### config.mk
export PLATFORM = sky130hd
export DESIGN_NAME = mem_wb_pipe
export DESIGN_NICKNAME = d
export VERILOG_FILES = /design/src/rtl/mem_wb_pipe_pkg.sv /design/src/rtl/mem_wb_pipe_retire_counter.sv /design/src/rtl/mem_wb_pipe.sv
export SDC_FILE = /design/constraint.sdc
export NUM_CORES = 1
export LEC_CHECK = 0
export ABC_CLOCK_PERIOD_IN_PS = 17900
export CELL_PAD_IN_SITES_DETAIL_PLACEMENT = 0
export CELL_PAD_IN_SITES_GLOBAL_PLACEMENT = 1
export CORE_ASPECT_RATIO = 0.75
export CORE_UTILIZATION = 35
export DETAILED_ROUTE_END_ITERATION = 16
export HOLD_SLACK_MARGIN = 0.1
export PLACE_DENSITY = 0.9
export SYNTH_ARGS = -nofsm -noshare
export SYNTH_HDL_FRONTEND = slang
export SYNTH_SLANG_ARGS = --single-unit
export TNS_END_PERCENT = 20
### constraint.sdc
create_clock -name clk_i -period 17.9 [get_ports clk_i]
set_clock_uncertainty 0.15 [all_clocks]
set_input_delay 3.58 -clock clk_i [delete_from_list [all_inputs] [get_ports clk_i]]
set_output_delay 3.58 -clock clk_i [all_outputs]
set_load 0.02 [all_outputs]
### src/rtl/mem_wb_pipe_pkg.sv
// Shared definitions for the MEM/WB pipeline stage: default widths,
// write-enable encodings, the hard-wired zero register index and the
// stage-action decode used by the stage register.
package mem_wb_pipe_pkg;

    localparam int DEF_RADDR_W   = 5;
    localparam int DEF_RDATA_W   = 32;
    localparam int DEF_CSR_AW    = 12;
    localparam int DEF_CSR_DW    = 32;
    localparam int DEF_STALL_W   = 6;
    localparam int DEF_STALL_IDX = 4;
    localparam int DEF_PC_W      = 32;

    localparam int   ZERO_REG      = 0;
    localparam logic WRITE_ENABLE  = 1'b1;
    localparam logic WRITE_DISABLE = 1'b0;

    typedef enum logic [1:0] {
        STAGE_ADVANCE = 2'd0,
        STAGE_HOLD    = 2'd1,
        STAGE_BUBBLE  = 2'd2,
        STAGE_FLUSH   = 2'd3
    } stage_act_e;

    // Flush beats any stall; a stalled stage holds only when the stage
    // below is also stalled, otherwise it must hand a bubble downstream.
    function automatic stage_act_e stage_action(input logic flush,
                                                input logic stall_here,
                                                input logic stall_next);
        stage_act_e act;
        if (flush) begin
            act = STAGE_FLUSH;
        end else if (stall_here && stall_next) begin
            act = STAGE_HOLD;
        end else if (stall_here) begin
            act = STAGE_BUBBLE;
        end else begin
            act = STAGE_ADVANCE;
        end
        return act;
    endfunction

endpackage

### src/rtl/mem_wb_pipe_retire_counter.sv
// Retired-instruction counter with a split half-word software write port.
// A software write always wins over the increment in the same cycle, and a
// low-half write never carries into the high half.
module retire_counter
    import mem_wb_pipe_pkg::*;
#(
    parameter int HALF_W = DEF_CSR_DW
) (
    input  logic                  clk_i,
    input  logic                  rst_i,
    input  logic                  incr_i,
    input  logic [1:0]            we_i,
    input  logic [HALF_W-1:0]     wdata_i,
    output logic [2*HALF_W-1:0]   count_o
);

    localparam int CNT_W = 2 * HALF_W;
    localparam logic [CNT_W-1:0] CNT_ONE = {{(CNT_W-1){1'b0}}, 1'b1};

    logic [CNT_W-1:0] count_q;
    logic [CNT_W-1:0] count_d;

    // Next count: half writes replace their half, otherwise count retires.
    always_comb begin
        count_d = count_q;
        if (we_i != 2'b00) begin
            if (we_i[0] == WRITE_ENABLE) begin
                count_d[HALF_W-1:0] = wdata_i;
            end
            if (we_i[1] == WRITE_ENABLE) begin
                count_d[CNT_W-1:HALF_W] = wdata_i;
            end
        end else if (incr_i) begin
            count_d = count_q + CNT_ONE;
        end
    end

    // Counter register, cleared asynchronously.
    always_ff @(posedge clk_i or posedge rst_i) begin
        if (rst_i) begin
            count_q <= '0;
        end else begin
            count_q <= count_d;
        end
    end

    assign count_o = count_q;

endmodule

### src/rtl/mem_wb_pipe.sv
// MEM/WB pipeline stage register. Captures the instruction leaving MEM,
// suppresses writes to x0, handles flush/bubble/hold, and produces a single
// retire pulse per captured instruction that drives the instret counter.
module mem_wb_pipe
    import mem_wb_pipe_pkg::*;
#(
    parameter int RADDR_W   = DEF_RADDR_W,
    parameter int RDATA_W   = DEF_RDATA_W,
    parameter int CSR_AW    = DEF_CSR_AW,
    parameter int CSR_DW    = DEF_CSR_DW,
    parameter int STALL_W   = DEF_STALL_W,
    parameter int STALL_IDX = DEF_STALL_IDX,
    parameter int PC_W      = DEF_PC_W
) (
    input  logic                  clk_i,
    input  logic                  rst_i,
    input  logic [STALL_W-1:0]    stall_i,
    input  logic                  flush_int_i,
    input  logic                  valid_i,
    input  logic [PC_W-1:0]       pc_i,
    input  logic                  reg_we_i,
    input  logic [RADDR_W-1:0]    reg_waddr_i,
    input  logic [RDATA_W-1:0]    reg_wdata_i,
    input  logic                  csr_we_i,
    input  logic [CSR_AW-1:0]     csr_waddr_i,
    input  logic [CSR_DW-1:0]     csr_wdata_i,
    input  logic [1:0]            instret_we_i,
    input  logic [CSR_DW-1:0]     instret_wdata_i,
    output logic                  valid_o,
    output logic [PC_W-1:0]       pc_o,
    output logic                  reg_we_o,
    output logic [RADDR_W-1:0]    reg_waddr_o,
    output logic [RDATA_W-1:0]    reg_wdata_o,
    output logic                  csr_we_o,
    output logic [CSR_AW-1:0]     csr_waddr_o,
    output logic [CSR_DW-1:0]     csr_wdata_o,
    output logic                  instret_incr_o,
    output logic [2*CSR_DW-1:0]   instret_o
);

    localparam logic [RADDR_W-1:0] ZERO_ADDR = RADDR_W'(ZERO_REG);

    stage_act_e stage_act;

    logic                 valid_q,        valid_d;
    logic [PC_W-1:0]      pc_q,           pc_d;
    logic                 reg_we_q,       reg_we_d;
    logic [RADDR_W-1:0]   reg_waddr_q,    reg_waddr_d;
    logic [RDATA_W-1:0]   reg_wdata_q,    reg_wdata_d;
    logic                 csr_we_q,       csr_we_d;
    logic [CSR_AW-1:0]    csr_waddr_q,    csr_waddr_d;
    logic [CSR_DW-1:0]    csr_wdata_q,    csr_wdata_d;
    logic                 instret_incr_q, instret_incr_d;

    // Only the two stall bits around this stage matter; the rest of the
    // vector belongs to other stages.
    logic unused_stall_bits;
    assign unused_stall_bits = ^stall_i;

    // Decide what the stage register does this cycle, then form its next value.
    always_comb begin
        stage_act      = stage_action(flush_int_i, stall_i[STALL_IDX], stall_i[STALL_IDX+1]);
        valid_d        = valid_q;
        pc_d           = pc_q;
        reg_we_d       = reg_we_q;
        reg_waddr_d    = reg_waddr_q;
        reg_wdata_d    = reg_wdata_q;
        csr_we_d       = csr_we_q;
        csr_waddr_d    = csr_waddr_q;
        csr_wdata_d    = csr_wdata_q;
        instret_incr_d = 1'b0;
        case (stage_act)
            STAGE_ADVANCE: begin
                valid_d        = valid_i;
                pc_d           = pc_i;
                reg_we_d       = reg_we_i & valid_i & (reg_waddr_i != ZERO_ADDR);
                reg_waddr_d    = reg_waddr_i;
                reg_wdata_d    = reg_wdata_i;
                csr_we_d       = csr_we_i & valid_i;
                csr_waddr_d    = csr_waddr_i;
                csr_wdata_d    = csr_wdata_i;
                instret_incr_d = valid_i;
            end
            STAGE_HOLD: begin
                instret_incr_d = 1'b0;
            end
            default: begin
                valid_d     = 1'b0;
                pc_d        = '0;
                reg_we_d    = WRITE_DISABLE;
                reg_waddr_d = '0;
                reg_wdata_d = '0;
                csr_we_d    = WRITE_DISABLE;
                csr_waddr_d = '0;
                csr_wdata_d = '0;
            end
        endcase
    end

    // Stage register, cleared asynchronously so a held instruction is lost on reset.
    always_ff @(posedge clk_i or posedge rst_i) begin
        if (rst_i) begin
            valid_q        <= 1'b0;
            pc_q           <= '0;
            reg_we_q       <= WRITE_DISABLE;
            reg_waddr_q    <= '0;
            reg_wdata_q    <= '0;
            csr_we_q       <= WRITE_DISABLE;
            csr_waddr_q    <= '0;
            csr_wdata_q    <= '0;
            instret_incr_q <= 1'b0;
        end else begin
            valid_q        <= valid_d;
            pc_q           <= pc_d;
            reg_we_q       <= reg_we_d;
            reg_waddr_q    <= reg_waddr_d;
            reg_wdata_q    <= reg_wdata_d;
            csr_we_q       <= csr_we_d;
            csr_waddr_q    <= csr_waddr_d;
            csr_wdata_q    <= csr_wdata_d;
            instret_incr_q <= instret_incr_d;
        end
    end

    // The counter advances on the same edge that raises the retire pulse,
    // so instret_o already includes the instruction the pulse announces.
    retire_counter #(
        .HALF_W (CSR_DW)
    ) u_retire_counter (
        .clk_i   (clk_i),
        .rst_i   (rst_i),
        .incr_i  (instret_incr_d),
        .we_i    (instret_we_i),
        .wdata_i (instret_wdata_i),
        .count_o (instret_o)
    );

    assign valid_o        = valid_q;
    assign pc_o           = pc_q;
    assign reg_we_o       = reg_we_q;
    assign reg_waddr_o    = reg_waddr_q;
    assign reg_wdata_o    = reg_wdata_q;
    assign csr_we_o       = csr_we_q;
    assign csr_waddr_o    = csr_waddr_q;
    assign csr_wdata_o    = csr_wdata_q;
    assign instret_incr_o = instret_incr_q;

endmodule

==> flow_summary_export.csv <==
group,metric,value,unit
run_status,outcome,"complete, no violations",
worst_setup_path,critPathArrivalTime,6.90,ns
routing,wl,32100,um
global_route,grt_first_pass_wirelength,47600,um
finish,drive_gt1_share,5.92,%
global_route,grt_use_total,25.4,%
placement,routabilityCongestion,0.990,
global_route,use_met2,35.7,%
clocking,cts.sinks,181,
timing,finalSetupTns,0,ns
finish,final_core_util,54.1,%
yosys,synth_flop_cell,"dfrtp_1",
min_path,holdPathStages,1,
power,power_density,84.2,nW/um2
clocking,cts-buffers-inserted,17,
worst_setup_path,start_kind,"primary input",
power,power.share.sequential,44.6,%
min_path,min_to,"valid_o",
global_route,use_met3,8.20,%
timing,fin_crit,6.75,ns
timing,hold_viol_final,0,
global_route,gr-total-overflow,0,
timing,rsz0062_at_grt,"no",
power,p_sw,324,uW
yosys,synth_cells,817,
floorplanning,die_y,137,um
yosys,synth_most_common_cell,"dfrtp_1",
yosys,netlist_top_cells_count,"dfrtp_1, a22o_1, nand2_1",
yosys,netlist_area,8460,um2
global_route,antenna_found_initial,0,
placement,placed_cell_area,12100,um2
clocking,clockBufferDepth,2,
worst_setup_path,critPathMaxFanout,35,
timing,tightestPinTransition,1.36,ns
floorplanning,io_pins,340,
global_route,grt.busiest_layer,"met1",
timing,setup_viol,0,
floorplanning,die_area,24800,um2
finish,nNetsFinal,1279,
routing,drtIter0Drc,930,
global_route,grt_util_met1,36.6,%
timing,max_slew_margin,8.31,%
yosys,yosysUniqueCellTypes,61,
worst_setup_path,required,18.05,ns
power,peakVddDrop,0.0657,mV
clocking,cts_tree,"built",
clocking,root_buffer,"clkbuf_16",
min_path,min-delay-start,"valid_o",
global_route,grt_max_degree,107,
yosys,yosysWarnings,0,
yosys,synth_top_area_share,53.5,%
yosys,synth_seq_area_share,53.5,%
clocking,cts_setup_buffers,0,
worst_setup_path,endpoint_kind,"flip-flop",
worst_setup_path,reg2reg_slack,14.35,ns
finish,fin_area,12600,um2
timing,fin_crit_sh,37.7,%
power,clkPwrFrac,34.2,%
power,total_power,1060,uW
yosys,synthArstFlopShare,100,%
worst_setup_path,rr_endpoint,"u_retire_counter.count_o[60]",
routing,wl_per_cell,22.4,um
power,p_int,740,uW
yosys,syn_nets,977,
routing,drc,0,
floorplanning,start_util,36.2,%
timing,max_freq,148,MHz
yosys,synth_edf_count,0,
worst_setup_path,regToRegStartpoint,"u_retire_counter.count_o[16]",
power,pwr-share-comb,21.2,%
yosys,avgSynthCellArea,10.4,um2
floorplanning,placeableCoreArea,23400,um2
finish,diodes,0,
min_path,min_path_type,"reg -> reg",
global_route,grt_pass1_vias,7996,
worst_setup_path,reg2reg_depth,5,
placement,portBuffers,335,
routing,postRouteAntennaNets,0,
power,switching_share,30.5,%
clocking,post_cts_resized,0,
placement,dp.final_hpwl,23200,um
routing,dr.pass1.iters,5,
floorplanning,rows,48,
yosys,synth_area_leaders,"dfrtp_1, a22o_1, nand2_1, clkbuf_1, nand3_1",
worst_setup_path,path_class,"in -> reg",
yosys,yosys.area.top_type,"dfrtp_1",
routing,num_vias,8432,
yosys,synth_seq_cells,181,
run,maxCapViolations,0,
floorplanning,die_x,182,um
clocking,htreeDepth,4,
routing,routed_via_density,5.89,
clocking,clkTransAtPathRegs,0.07,ns
power,p_leak,0.00501,uW
clocking,insertion_delay,0.44,ns
clocking,hold_buffers,0,
finish,area_delta_synth_final,49.3,%
timing,slew_violations,0,
[per-layer routing]
layer	vias up	routed length [um]
met1	4197	14400
met3	40	3080
li1	3764	-
met5	-	0
met4	0	522
met2	431	14100
[power by group through the flow]
stage | sequential, uW | combinational (uW) | clock, uW
floorplan | 504 | 73.5 | 0
global placement | 480 | 222 | 0
detailed placement | 481 | 224 | 0
CTS | 473 | 225 | 371
global route | 479 | 240 | 389
finish | 475 | 225 | 364
[cells by family (layout without fill, tap and decap cells)]
logic type,Yosys count,in the layout,synth area share (%)
compound gates,257,257,23.3
xor+xnor,9,9,0.931
fa+ha+maj,1,1,0.148
buf+inv,71,386,3.21
flops,181,181,53.5
mux,3,3,0.384
simple gates,295,295,18.5
[stage by stage]
stage	worst slack [ns]	std cells	hold WS, ns
final	11.15	1432	0.328
after global routing	11.00	1432	0.347
after CTS	11.29	1432	0.330
after detailed placement	10.83	1400	0.315
after global placement	10.79	1400	0.311
after floorplan	9.25	817	0.445
[cell type report]
cell class              instances  area [um2]
multi-input cells             565        3700
fillers                      2082       10700
repair buffers                348        3450
inverters                       6        27.5
flip-flops and latches        181        4530
clock buffers                  18         429
well taps                     300         375
clock inverters                14         129
[sequential cells by signal (all words and copies together) (netlist names)]
register / flops
csr_waddr_o: 12
csr_wdata_o: 32
csr_we_o: 1
instret_incr_o: 1
pc_o: 32
reg_waddr_o: 5
reg_wdata_o: 32
reg_we_o: 1
u_retire_counter.count_o: 64
valid_o: 1
[layout by cell type, fill, tap and decap left out, drive strengths merged, types with 4 or more instances in the layout]
cell type and n:
clkdlybuf4s50 335, dfrtp 181, a22o 115, nand2 67
nor2 48, nand3 38, a21oi 35, nand4 24
o21ai 22, nor3 20, nor4 20, clkbuf 18
and3 17, o22ai 13, buf 13, or4 13
and4 11, a311oi 10, a31oi 9, clkinv 9
or3 8, inv 8, and2 7, or2 7
o22a 6, a22oi 6, a211oi 5, xnor2 5
o211ai 5, xor2 4, nor3b 4, o2bb2a 4
o32ai 4
[worst max-delay path, stage by stage]
cell	delay (ns)
clkdlybuf4s50_1	0.40
buf_4	0.27
inv_1	0.70
nand2_1	0.86
or3_1	0.66
o32ai_1	0.30
a22oi_1	0.10
[worst max-delay path by stage]
stage,to,start,cells after the start
after CTS,u_retire_counter.count_o[19],instret_we_i[1],7
after detailed placement,u_retire_counter.count_o[19],instret_we_i[1],7
after floorplan,csr_waddr_o[0],rst_i,1
after global routing,u_retire_counter.count_o[19],instret_we_i[1],7
final,u_retire_counter.count_o[19],instret_we_i[1],7
after global placement,u_retire_counter.count_o[19],instret_we_i[1],7
(Power assumes the default switching activity.)
